[config.mk]
export PLATFORM = sky130hd
export DESIGN_NAME = cdb_arbiter_flat
export DESIGN_NICKNAME = d
export VERILOG_FILES = /design/src/rtl/cdb_pkg.sv /design/src/rtl/cdb_arbiter_if.sv /design/src/rtl/cdb_arbiter_rr_pick4.sv /design/src/rtl/cdb_arbiter.sv /design/src/flat_wrapper.sv
export SDC_FILE = /design/constraint.sdc
export NUM_CORES = 1
export LEC_CHECK = 0
export CAP_MARGIN = 10
export CORE_ASPECT_RATIO = 0.6
export CORE_MARGIN = 4
export CORE_UTILIZATION = 42
export CTS_BUF_LIST = sky130_fd_sc_hd__clkbuf_8
export CTS_CLUSTER_DIAMETER = 60
export DETAILED_ROUTE_END_ITERATION = 8
export GPL_ROUTABILITY_DRIVEN = 0
export PLACE_DENSITY = 0.89
export SLEW_MARGIN = 20
export SYNTH_ARGS = -nofsm -noshare
export SYNTH_HDL_FRONTEND = slang
export SYNTH_SLANG_ARGS = --single-unit
[constraint.sdc]
create_clock -name clk -period 5.6 [get_ports clk]
set_input_delay 0.56 -clock clk [delete_from_list [all_inputs] [get_ports clk]]
set_output_delay 0.56 -clock clk [all_outputs]
set_load 0.02 [all_outputs]
[src/rtl/cdb_pkg.sv]
// cdb_pkg: shared types and constants for the common-data-bus arbiter.
//   cdb_src_t    - identifies one of the four functional-unit result queues
//   NUM_CDB_SRC  - number of queues competing for the CDB
//   CDB_TAG_W    - default producer tag width
//   CDB_DATA_W   - default result width
//   next_src()   - round-robin successor, wrapping DIV back to ALU
package cdb_pkg;

  typedef enum logic [1:0] {
    ALU = 2'd0,
    AGU = 2'd1,
    MUL = 2'd2,
    DIV = 2'd3
  } cdb_src_t;

  localparam int NUM_CDB_SRC = 4;
  localparam int CDB_TAG_W   = 5;
  localparam int CDB_DATA_W  = 32;

  // Two-bit increment wraps naturally, so DIV + 1 lands on ALU.
  function automatic cdb_src_t next_src(input cdb_src_t src);
    logic [1:0] nxt;
    nxt = src + 2'd1;
    return cdb_src_t'(nxt);
  endfunction

endpackage

[src/rtl/cdb_arbiter_if.sv]
// cdb_arbiter_if: request/grant handshake from the four result queues and the
// registered CDB broadcast toward the reservation stations, register status
// table and store queue.
//   req        - per-queue result-ready, [0]=ALU [1]=AGU [2]=MUL [3]=DIV
//   tag_in     - per-queue producer tag, packed by queue index
//   data_in    - per-queue result, packed by queue index
//   gnt        - one-hot grant, combinational in the request cycle
//   cdb_valid  - broadcast valid
//   cdb_tag    - broadcast tag
//   cdb_data   - broadcast result
//   mux_sel    - source of the current broadcast (CDB mux select)
// Modports: master = arbiter side (drives grant and the bus),
//           slave  = queue/consumer side.
interface cdb_arbiter_if #(
  parameter int TAG_W  = cdb_pkg::CDB_TAG_W,
  parameter int DATA_W = cdb_pkg::CDB_DATA_W
);
  import cdb_pkg::*;

  logic [NUM_CDB_SRC-1:0]        req;
  logic [NUM_CDB_SRC*TAG_W-1:0]  tag_in;
  logic [NUM_CDB_SRC*DATA_W-1:0] data_in;
  logic [NUM_CDB_SRC-1:0]        gnt;
  logic                          cdb_valid;
  logic [TAG_W-1:0]              cdb_tag;
  logic [DATA_W-1:0]             cdb_data;
  cdb_src_t                      mux_sel;

  modport master (
    input  req,
    input  tag_in,
    input  data_in,
    output gnt,
    output cdb_valid,
    output cdb_tag,
    output cdb_data,
    output mux_sel
  );

  modport slave (
    output req,
    output tag_in,
    output data_in,
    input  gnt,
    input  cdb_valid,
    input  cdb_tag,
    input  cdb_data,
    input  mux_sel
  );

endinterface

[src/rtl/cdb_arbiter_rr_pick4.sv]
// rr_pick4: combinational four-way round-robin pick.
//   req  - request vector
//   ptr  - highest-priority queue this cycle
//   gnt  - one-hot winner (zero when req is zero)
//   idx  - encoded winner; only meaningful when gnt is non-zero
// Search order is ptr, ptr+1, ptr+2, ptr+3 (mod 4); the first requester wins.
module rr_pick4
  import cdb_pkg::*;
(
  input  logic [NUM_CDB_SRC-1:0] req,
  input  cdb_src_t               ptr,
  output logic [NUM_CDB_SRC-1:0] gnt,
  output cdb_src_t               idx
);

  logic [1:0] cand;
  logic       found;

  always_comb begin
    gnt   = '0;
    idx   = ALU;
    cand  = 2'd0;
    found = 1'b0;
    for (int i = 0; i < NUM_CDB_SRC; i++) begin
      cand = ptr + 2'(i);
      if (!found && req[cand]) begin
        gnt[cand] = 1'b1;
        idx       = cdb_src_t'(cand);
        found     = 1'b1;
      end
    end
  end

endmodule

[src/rtl/cdb_arbiter.sv]
// cdb_arbiter: grants the common data bus to one of the ALU/AGU/MUL/DIV result
// queues per cycle with round-robin fairness and registers the winner's tag
// and result as the CDB broadcast.
//   clk    - system clock, rising edge
//   rst    - synchronous active-high reset
//   flush  - pipeline flush; suppresses this cycle's grant and broadcast
//   bus    - cdb_arbiter_if.master: req/tag_in/data_in in, gnt and
//            cdb_valid/cdb_tag/cdb_data/mux_sel out
module cdb_arbiter
  import cdb_pkg::*;
#(
  parameter int TAG_W  = CDB_TAG_W,
  parameter int DATA_W = CDB_DATA_W
) (
  input  logic          clk,
  input  logic          rst,
  input  logic          flush,
  cdb_arbiter_if.master bus
);

  cdb_src_t               ptr;
  cdb_src_t               ptr_next;
  logic [NUM_CDB_SRC-1:0] pick_gnt;
  cdb_src_t               pick_idx;
  logic [NUM_CDB_SRC-1:0] gnt_q;
  logic                   grant_any;

  logic [TAG_W-1:0]       tag_arr  [NUM_CDB_SRC];
  logic [DATA_W-1:0]      data_arr [NUM_CDB_SRC];

  logic                   cdb_valid_r;
  logic [TAG_W-1:0]       cdb_tag_r;
  logic [DATA_W-1:0]      cdb_data_r;
  cdb_src_t               mux_sel_r;

  for (genvar g = 0; g < NUM_CDB_SRC; g++) begin : g_unpack
    assign tag_arr[g]  = bus.tag_in[g*TAG_W +: TAG_W];
    assign data_arr[g] = bus.data_in[g*DATA_W +: DATA_W];
  end

  rr_pick4 u_pick (
    .req (bus.req),
    .ptr (ptr),
    .gnt (pick_gnt),
    .idx (pick_idx)
  );

  // Reset and flush both kill the grant in the same cycle, so a requester
  // never sees a gnt for a result that will not be broadcast.
  always_comb begin
    gnt_q     = '0;
    grant_any = 1'b0;
    ptr_next  = ptr;
    if (!rst && !flush) begin
      gnt_q     = pick_gnt;
      grant_any = |pick_gnt;
    end
    if (grant_any) begin
      ptr_next = next_src(pick_idx);
    end
  end

  always_ff @(posedge clk) begin
    if (rst) begin
      ptr         <= ALU;
      cdb_valid_r <= 1'b0;
      cdb_tag_r   <= '0;
      cdb_data_r  <= '0;
      mux_sel_r   <= ALU;
    end else begin
      ptr         <= ptr_next;
      cdb_valid_r <= grant_any;
      // Tag/data/source hold their last broadcast values when idle.
      if (grant_any) begin
        cdb_tag_r  <= tag_arr[pick_idx];
        cdb_data_r <= data_arr[pick_idx];
        mux_sel_r  <= pick_idx;
      end
    end
  end

  assign bus.gnt       = gnt_q;
  assign bus.cdb_valid = cdb_valid_r;
  assign bus.cdb_tag   = cdb_tag_r;
  assign bus.cdb_data  = cdb_data_r;
  assign bus.mux_sel   = mux_sel_r;

endmodule

[src/flat_wrapper.sv]
// flat-port wrapper written by rule: the top's interface ports become plain ports
module cdb_arbiter_flat import cdb_pkg::*;
#(
  parameter int TAG_W  = CDB_TAG_W,
  parameter int DATA_W = CDB_DATA_W
)
  (clk, rst, flush, bus_req, bus_tag_in, bus_data_in, bus_gnt, bus_cdb_valid, bus_cdb_tag, bus_cdb_data, bus_mux_sel);
  cdb_arbiter_if #(.TAG_W(TAG_W), .DATA_W(DATA_W)) bus_i ();
  input  logic clk;
  input  logic rst;
  input  logic flush;
  input wire logic [$bits(bus_i.req)-1:0] bus_req;
  input wire logic [$bits(bus_i.tag_in)-1:0] bus_tag_in;
  input wire logic [$bits(bus_i.data_in)-1:0] bus_data_in;
  output wire logic [$bits(bus_i.gnt)-1:0] bus_gnt;
  output wire logic [$bits(bus_i.cdb_valid)-1:0] bus_cdb_valid;
  output wire logic [$bits(bus_i.cdb_tag)-1:0] bus_cdb_tag;
  output wire logic [$bits(bus_i.cdb_data)-1:0] bus_cdb_data;
  output wire logic [$bits(bus_i.mux_sel)-1:0] bus_mux_sel;
  assign bus_i.req = bus_req;
  assign bus_i.tag_in = bus_tag_in;
  assign bus_i.data_in = bus_data_in;
  assign bus_gnt = bus_i.gnt;
  assign bus_cdb_valid = bus_i.cdb_valid;
  assign bus_cdb_tag = bus_i.cdb_tag;
  assign bus_cdb_data = bus_i.cdb_data;
  assign bus_mux_sel = bus_i.mux_sel;
  cdb_arbiter #(.TAG_W(TAG_W), .DATA_W(DATA_W)) u_core (.clk(clk), .rst(rst), .flush(flush), .bus(bus_i));
endmodule
==> Flow_metrics.wiki, run 1 <==
{| class="wikitable"
! Metric !! Value
|-
| Post-CTS setup buffer count || 0
|-
| Number of primary I/O pins || 199
|-
| Setup TNS || 0 ns
|-
| Worst slack at placement || approximately 1.3 ns
|-
| Drt first-iter violations || ~250
|-
| Dpl cells || around 550
|-
| Post-layout utilization of the core || 0.726
|-
| Die boundary height || 75.8 um
|-
| Residual overflow from global routing || 0
|-
| Count of antenna-violating nets left after detailed routing || 0
|-
| Non-Filler Instances || 560
|-
| Most common cell type on the critical path || sky130_fd_sc_hd__or3_1
|-
| Critical path class || register to primary output
|-
| Initial DRT Pass Iterations || 5
|-
| Chain of cells forming the critical path || inv_1, ha_1, or3_1, or3_1, nand3_1, nand2_1, a21oi_1, clkdlybuf4s50_1
|-
| Initial standard-cell utilization of the core || 0.438
|-
| Post-CTS clock slew at the launch and capture registers of the worst setup and hold paths || approximately 0.080 ns
|-
| Count of synthesis-stage warnings from yosys || 0
|-
| Worst-case clock buffer depth || 2
|-
| Number of buffers added by the clock tree synthesis step || 5
|-
| Number of cells on the worst hold path || 2
|-
| Worst setup slack for register-to-register paths || 1.38 ns
|-
| Classification of the worst-slack hold path || register to register
|-
| Number of cell instances on the worst register-to-register path || 8
|-
| Type of destination of the critical path || primary output
|-
| Sequential-to-total area share from yosys stat || 0.261
|-
| Ratio of total power to cell area || 437 mW/mm^2
|-
| Wire length of the first global-routing pass || between 15 and 20 mm
|-
| Status || finished, final reports clean
|-
| Total non-filler cell area in the finished layout || roughly 0.0053 sq mm
|-
| Required time of the worst setup path || roughly 5 ns
|-
| Die Span X || between 100 and 150 um
|-
| Setup skew after layout || around 0.0038 ns
|-
| Number of port buffers || just under 200
|-
| Final HPWL from detailed placement || a little under 9 mm
|-
| Number of nets in the final layout || 617
|-
| Time the final worst path needs with I/O delays and setup || about 4.3 ns
|-
| Cts repair resizes || 0
|-
| Gate Count Post-Synth || approximately 270
|-
| Number of hold-slack violations in the final timing report || 0
|-
| Vias in the first global route || slightly above 3000
|-
| Normalized max-slew margin || 0.256
|-
| Mean post-synth cell area || between 10 and 15 sq um
|-
| Clock insertion delay at the later pin of the skew report || approximately 0.29 ns
|-
| Crit path launch type || register
|-
| Capturing element of the worst setup path || bus_gnt[3]
|-
| Origin of the worst setup path || u_core.ptr[0]
|-
| Post-Synthesis Net Count || 430
|-
| Die footprint || about 0.009 sq mm
|-
| Tightest Pin Transition || 1.12 ns
|-
| Hold_sp || u_core.bus.cdb_data[7]
|-
| Max Fanout on Critical Path || 17
|-
| Overall track demand over capacity in global routing || 0.228
|-
| Clock tree from TritonCTS || built
|-
| Final Worst Setup Slack || 1.35 ns
|-
| Crit path max-delay cell type || sky130_fd_sc_hd__dfxtp_1
|-
| CTS Sinks || 42
|-
| Count of inserted antenna diode cells || 0
|-
| Number of synthesized register bits || 42
|-
| Floorplan Core Area || 0.00736 sq mm
|-
| Terminus of the critical flop-to-flop path || u_core.bus.cdb_data[27]
|-
| Max-slew violation total from the final report || 0
|-
| Vias || 2987
|-
| H-tree depth || 2
|-
| CP Data Arrival Time || 3.69 ns
|-
| Post-place instance area || between 0.005 and 0.006 sq mm
|-
| Setup repair after global routing missed its margin || no
|-
| Top achievable clock speed || 0.235 GHz
|-
| Standard-cell rows || 24
|-
| Post-Synthesis Cell Area || ~0.0032 sq mm
|-
| Initial antenna violation count || 0
|-
| Via count normalized by instance count || approximately 5.3
|-
| Post-route fraction of the period consumed by the critical path || 0.759
|-
| Worst voltage drop across the vdd grid || around 0.24 mV
|-
| Detailed-route wire length || 10.9 mm
|-
| Layout Area Growth over Synthesis || 65.7%
|-
| Largest incremental delay on the critical path || 0.71 ns
|-
| Netlist cell types || 45
|-
| Number of hold buffers added after CTS || 0
|-
| Leakage component of the power || 2.05 nW
|-
| Number of fill cells in the layout || 526
|-
| Post-route DRC violation count || 0
|-
| Share of post-route cells with drive strength above 1 || 0.219
|-
| Wire per inst || 19.4 um
|-
| Clock root buffer master || sky130_fd_sc_hd__clkbuf_8
|-
| Number of endpoints failing setup at the final stage || 0
|-
| Maximum number of pins on one net before global-route repair || 43
|-
| Max-cap violation count || 0
|-
| Startpoint of the worst-slack reg-to-reg timing path || u_core.ptr[0]
|}
[logic make-up (layout without fill, tap and decap cells)]
kind of cell | after synthesis | count (layout) | synth area share
buffers and inverters | 30 | 217 | 0.0524
flip-flops | 42 | 42 | 0.261
AO/OA/AOI/OAI | 32 | 32 | 0.0781
adder cells (fa/ha/maj) | 6 | 6 | 0.0233
AND/OR/NAND/NOR | 74 | 74 | 0.135
multiplexers | 85 | 85 | 0.450
[critical path, delay by kind of cell (launching register included)]
kind,cells,cell delay [ns]
AOI/OAI and AO/OA,1,0.20
and+or+nand+nor,4,1.08
DFF,1,0.71
buffers and inverters,2,0.90
adders and majority gates,1,0.50
[per-layer routing]
metal / track usage / vias to the layer above / wire length (um)
li1: - / 1399 / -
met1: 0.257 / 1423 / 4200
met2: 0.421 / 154 / 5480
met3: 0.0905 / 11 / 1130
met4: 0.0415 / 0 / 89
met5: 0 / - / 0
[how the worst min path moves through the flow]
stage,to
3_3_place_gp,u_core.bus.cdb_tag[2]
6_report,u_core.bus.cdb_data[7]
2_1_floorplan,u_core.bus.cdb_tag[1]
5_1_grt,u_core.bus.cdb_data[3]
4_1_cts,u_core.bus.cdb_tag[2]
3_5_place_dp,u_core.bus.cdb_tag[2]
[final cells by class]
type	instances	area, sq um	share of cell area
clock buffer	6	82.6	0.0155
clock inverter	1	30.0	0.00563
multi-input combinational	197	2210	0.414
inverter	8	30.0	0.00563
tap	104	130	0.0244
timing repair buffer	202	2010	0.377
sequential	42	841	0.158
[cells in the final DEF, fill, tap and decap left out, types with 2 or more instances in the layout]
cell,netlist,layout
sky130_fd_sc_hd__a21oi_1,4,4
sky130_fd_sc_hd__a221oi_1,3,3
sky130_fd_sc_hd__a31o_2,2,2
sky130_fd_sc_hd__a31oi_1,4,4
sky130_fd_sc_hd__and2_1,2,2
sky130_fd_sc_hd__and3b_1,2,2
sky130_fd_sc_hd__buf_4,1,4
sky130_fd_sc_hd__clkbuf_8,0,6
sky130_fd_sc_hd__clkdlybuf4s50_1,0,198
sky130_fd_sc_hd__dfxtp_1,42,42
sky130_fd_sc_hd__ha_1,6,6
sky130_fd_sc_hd__inv_1,8,8
sky130_fd_sc_hd__mux2_2,24,24
sky130_fd_sc_hd__mux2_4,19,19
sky130_fd_sc_hd__mux2i_1,4,4
sky130_fd_sc_hd__mux4_2,38,38
sky130_fd_sc_hd__nand2_1,7,7
sky130_fd_sc_hd__nand2b_1,2,2
sky130_fd_sc_hd__nand3_1,2,2
sky130_fd_sc_hd__nor2_1,8,8
sky130_fd_sc_hd__nor2b_1,40,40
sky130_fd_sc_hd__o211ai_1,2,2
sky130_fd_sc_hd__o21ai_0,4,4
sky130_fd_sc_hd__o32ai_1,2,2
sky130_fd_sc_hd__or2_2,2,2
sky130_fd_sc_hd__or3_1,3,3
sky130_fd_sc_hd__or4_1,2,2
[power breakdown]
group / total [mW] / switching, mW / internal, mW / leakage [nW]
Combinational: 1.57 / 0.685 / 0.884 / 1.65
Sequential: 0.515 / 0.0840 / 0.431 / 0.346
Clock: 0.250 / 0.107 / 0.143 / 0.0573
[registers in the layout (all words and copies together) (netlist names)]
signal,cells
u_core.ptr,2
u_core.bus.cdb_data,32
u_core.bus.cdb_tag,5
u_core.bus.mux_sel,2
u_core.bus.cdb_valid,1
[cell usage after synthesis]
master	instances	area share
sky130_fd_sc_hd__a21boi_0	1	0.0023
sky130_fd_sc_hd__a21oi_1	4	0.0062
sky130_fd_sc_hd__a221o_1	1	0.0031
sky130_fd_sc_hd__a221oi_1	3	0.0082
sky130_fd_sc_hd__a31o_2	2	0.0054
sky130_fd_sc_hd__a31oi_1	4	0.0078
sky130_fd_sc_hd__a41oi_1	1	0.0027
sky130_fd_sc_hd__and2_0	1	0.0019
sky130_fd_sc_hd__and2_1	2	0.0039
sky130_fd_sc_hd__and2_4	1	0.0027
sky130_fd_sc_hd__and3b_1	2	0.0054
sky130_fd_sc_hd__buf_1	3	0.0035
sky130_fd_sc_hd__buf_12	2	0.012
sky130_fd_sc_hd__buf_2	7	0.011
sky130_fd_sc_hd__buf_4	1	0.0023
sky130_fd_sc_hd__buf_8	1	0.0047
sky130_fd_sc_hd__clkbuf_1	8	0.0093
sky130_fd_sc_hd__dfxtp_1	42	0.26
sky130_fd_sc_hd__ha_1	6	0.023
sky130_fd_sc_hd__inv_1	8	0.0093
sky130_fd_sc_hd__mux2_2	24	0.084
sky130_fd_sc_hd__mux2_4	19	0.089
sky130_fd_sc_hd__mux2i_1	4	0.012
sky130_fd_sc_hd__mux4_2	38	0.27
sky130_fd_sc_hd__nand2_1	7	0.0082
sky130_fd_sc_hd__nand2b_1	2	0.0039
sky130_fd_sc_hd__nand3_1	2	0.0031
sky130_fd_sc_hd__nor2_1	8	0.0093
sky130_fd_sc_hd__nor2b_1	40	0.078
sky130_fd_sc_hd__nor3b_1	1	0.0023
sky130_fd_sc_hd__nor4_1	1	0.0019
sky130_fd_sc_hd__o2111a_1	1	0.0035
sky130_fd_sc_hd__o211ai_1	2	0.0047
sky130_fd_sc_hd__o21a_1	1	0.0023
sky130_fd_sc_hd__o21ai_0	4	0.0062
sky130_fd_sc_hd__o21ai_2	1	0.0027
sky130_fd_sc_hd__o21bai_1	1	0.0023
sky130_fd_sc_hd__o21bai_4	1	0.0058
sky130_fd_sc_hd__o221a_2	1	0.0035
sky130_fd_sc_hd__o221ai_1	1	0.0027
sky130_fd_sc_hd__o32a_1	1	0.0031
sky130_fd_sc_hd__o32ai_1	2	0.0054
sky130_fd_sc_hd__or2_2	2	0.0039
sky130_fd_sc_hd__or3_1	3	0.0058
sky130_fd_sc_hd__or4_1	2	0.0047
[per-stage QoR]
step	hold WS (ns)	power [mW]
6_report	0.608	2.33
5_1_grt	0.637	2.48
3_5_place_dp	0.588	2.10
3_3_place_gp	0.579	2.04
4_1_cts	0.607	2.35
2_1_floorplan	0.717	1.58
Note: power is estimated with default switching activity, not from simulation.
==> inputs of run 2 (changes only) <==
--- a/config.mk
+++ b/config.mk
@@ -8,12 +8,12 @@
 export CAP_MARGIN = 10
 export CORE_ASPECT_RATIO = 0.6
 export CORE_MARGIN = 4
-export CORE_UTILIZATION = 42
+export CORE_UTILIZATION = 39
 export CTS_BUF_LIST = sky130_fd_sc_hd__clkbuf_8
 export CTS_CLUSTER_DIAMETER = 60
 export DETAILED_ROUTE_END_ITERATION = 8
 export GPL_ROUTABILITY_DRIVEN = 0
-export PLACE_DENSITY = 0.89
+export PLACE_DENSITY = 0.83
 export SLEW_MARGIN = 20
 export SYNTH_ARGS = -nofsm -noshare
 export SYNTH_HDL_FRONTEND = slang
==> constraint.sdc (replaced) <==
create_clock -name clk -period 4 [get_ports clk]
set_input_delay 0.4 -clock clk [delete_from_list [all_inputs] [get_ports clk]]
set_output_delay 0.4 -clock clk [all_outputs]
set_load 0.02 [all_outputs]
==> Flow_metrics.wiki, run 2 (same netlist as run 1, synthesis figures left out) <==
{| class="wikitable"
! Metric !! Value
|-
| Status || finished, final reports clean
|-
| Maximum number of pins on one net before global-route repair || 44
|-
| Max-slew violation total from the final report || 0
|-
| Wire length of the first global-routing pass || roughly 16 mm
|-
| Post-route DRC violation count || 0
|-
| Setup skew after layout || approximately 0.0078 ns
|-
| Largest incremental delay on the critical path || roughly 0.60 ns
|-
| CTS Sinks || between 40 and 50
|-
| Count of antenna-violating nets left after detailed routing || 0
|-
| Layout Area Growth over Synthesis || 67.1%
|-
| Number of nets in the final layout || slightly above 600
|-
| Drt first-iter violations || 140
|-
| Number of port buffers || slightly below 200
|-
| Post-place instance area || around 0.0053 sq mm
|-
| Max Fanout on Critical Path || 12
|-
| Time the final worst path needs with I/O delays and setup || ~3.7 ns
|-
| Worst setup slack for register-to-register paths || ~0.28 ns
|-
| Top achievable clock speed || between 0.2 and 0.3 GHz
|-
| M1 GR Usage || 0.240
|-
| Area of all sequential standard cells || 841 sq um
|-
| Global-route layer with the greatest usage || met2
|-
| Critical path class || register to primary output
|-
| Standard-cell rows || 25
|-
| Most common cell after layout, fill and taps aside || sky130_fd_sc_hd__clkdlybuf4s50_1
|-
| Area of the multi-input gates || around 0.0022 sq mm
|-
| Worst slack at placement || between 0.2 and 0.25 ns
|-
| Final HPWL from detailed placement || around 8.5 mm
|-
| Clock insertion delay at the later pin of the skew report || between 0.2 and 0.3 ns
|-
| Vias in the first global route || about 3300
|-
| Number of hold-slack violations in the final timing report || 0
|-
| Residual overflow from global routing || 0
|-
| Total non-filler cell area in the finished layout || ~0.0054 sq mm
|-
| Type of destination of the critical path || primary output
|-
| Number of hold buffers added after CTS || 0
|-
| Number of primary I/O pins || just under 200
|-
| Tightest Pin Transition || 0.468 ns
|-
| Number of buffers added by the clock tree synthesis step || 5
|-
| Global routing met3 resource utilization || 0.0727
|-
| Vias || 2982
|-
| CP Data Arrival Time || 3.32 ns
|-
| Die boundary height || 78.4 um
|-
| GR met2 Demand/Resource || 0.381
|-
| Leakage component of the power || ~2.1 nW
|-
| Final Worst Setup Slack || ~0.28 ns
|-
| Post-CTS clock slew at the launch and capture registers of the worst setup and hold paths || ~0.08 ns
|-
| Max-cap violation count || 0
|-
| Highest-count cells in the layout ignoring fill and taps || 197 x sky130_fd_sc_hd__clkdlybuf4s50_1, 42 x sky130_fd_sc_hd__dfxtp_1, 40 x sky130_fd_sc_hd__nor2b_1, 38 x sky130_fd_sc_hd__mux4_2, 24 x sky130_fd_sc_hd__mux2_2
|-
| Initial DRT Pass Iterations || 4
|-
| Count of inserted antenna diode cells || 0
|-
| H-tree depth || 2
|-
| Chain of cells forming the critical path || inv_1, ha_2, mux2_2, o32ai_1, a21oi_1, nor2_1, a221oi_1, nor2_1, clkdlybuf4s50_1
|-
| Setup TNS || 0 ns
|-
| Die Span X || approximately 130 um
|-
| Share of post-route cells with drive strength above 1 || 0.230
|-
| Required time of the worst setup path || 3.60 ns
|-
| Ratio of total power to cell area || approximately 600 mW/mm^2
|-
| Most common cell type on the critical path || sky130_fd_sc_hd__nor2_1
|-
| Initial standard-cell utilization of the core || 0.406
|-
| Normalized max-slew margin || 0.679
|-
| Clock tree from TritonCTS || built
|-
| Classification of the worst-slack hold path || register to register
|-
| Sum of internal, switching and leakage power || around 3.3 mW
|-
| Die footprint || 0.00983 sq mm
|-
| Worst voltage drop across the vdd grid || ~0.37 mV
|-
| Worst-case clock buffer depth || 2
|-
| Detailed-route wire length || 10.5 mm
|-
| Crit path max-delay cell type || sky130_fd_sc_hd__clkdlybuf4s50_1
|-
| Post-route fraction of the period consumed by the critical path || 0.931
|-
| Initial antenna violation count || 0
|-
| Via count normalized by instance count || about 5.3
|-
| Setup repair after global routing missed its margin || no
|-
| Wire per inst || about 18 um
|-
| Max FFs per register || 32
|-
| Overall track demand over capacity in global routing || 0.209
|-
| Crit path launch type || register
|-
| Number of endpoints failing setup at the final stage || 0
|-
| Floorplan Core Area || just under 0.008 sq mm
|-
| Number of fill cells in the layout || between 600 and 700
|-
| Clock root buffer master || sky130_fd_sc_hd__clkbuf_8
|}
## run 2: cell count changes in the layout (fill, tap and decap cells not counted), sizes merged
cell           previous run  this run
buf                       4         8
clkinv                    0         2
clkbuf                    6         5
clkdlybuf4s50           198       197
## run 2: path summary, 6_finish.rpt
kind	from	end	depth (start not counted)
worst min-delay path	u_core.bus.cdb_data[10]	u_core.bus.cdb_data[10]	2
worst max register to register	u_core.ptr[1]	u_core.bus.cdb_data[1]	9
worst min register to register	u_core.bus.cdb_data[10]	u_core.bus.cdb_data[10]	2
worst max-delay path	u_core.ptr[1]	bus_gnt[1]	9
## run 2: where the power goes
group	switching [mW]	leakage, nW	total [mW]	internal [mW]
clock network	0.146	0.0579	0.329	0.184
logic	1.00	1.67	2.28	1.28
registers	0.0992	0.346	0.703	0.604
## run 2: worst max-delay path, delay by kind of cell (launching register included)
family | cells | cell delay, ns
AO/OA/AOI/OAI | 3 | 0.60
adder cells (fa/ha/maj) | 1 | 0.50
buffers and inverters | 2 | 0.81
flip-flops | 1 | 0.53
multiplexers | 1 | 0.37
AND/OR/NAND/NOR | 2 | 0.21
## run 2: routing by layer
layer	vias to the layer above	part of all wire
li1	1404	-
met1	1407	0.41
met2	159	0.49
met3	12	0.093
met4	0	0.0092
met5	-	0
## run 2: area by class of cell
class / instances / share of cell area
clock buffers: 5 / 0.0128
clock inverters: 3 / 0.00744
inverters: 8 / 0.00558
multi-input cells: 197 / 0.411
flip-flops and latches: 42 / 0.156
well taps: 108 / 0.0251
repair buffers: 205 / 0.382
## run 2: through the flow
step                      std cells   util  hold slack [ns]
final                           568  0.678            0.613
after global routing            568  0.678            0.648
after CTS                       568  0.677            0.617
after detailed placement        560  0.664            0.592
after global placement          560  0.664            0.580
after floorplan                 269      -            0.640
## run 2: what timing repair did
action	in CTS	in global routing
setup buffers	0	0
endpoints found under the setup margin	0	1
resized for setup	0	1
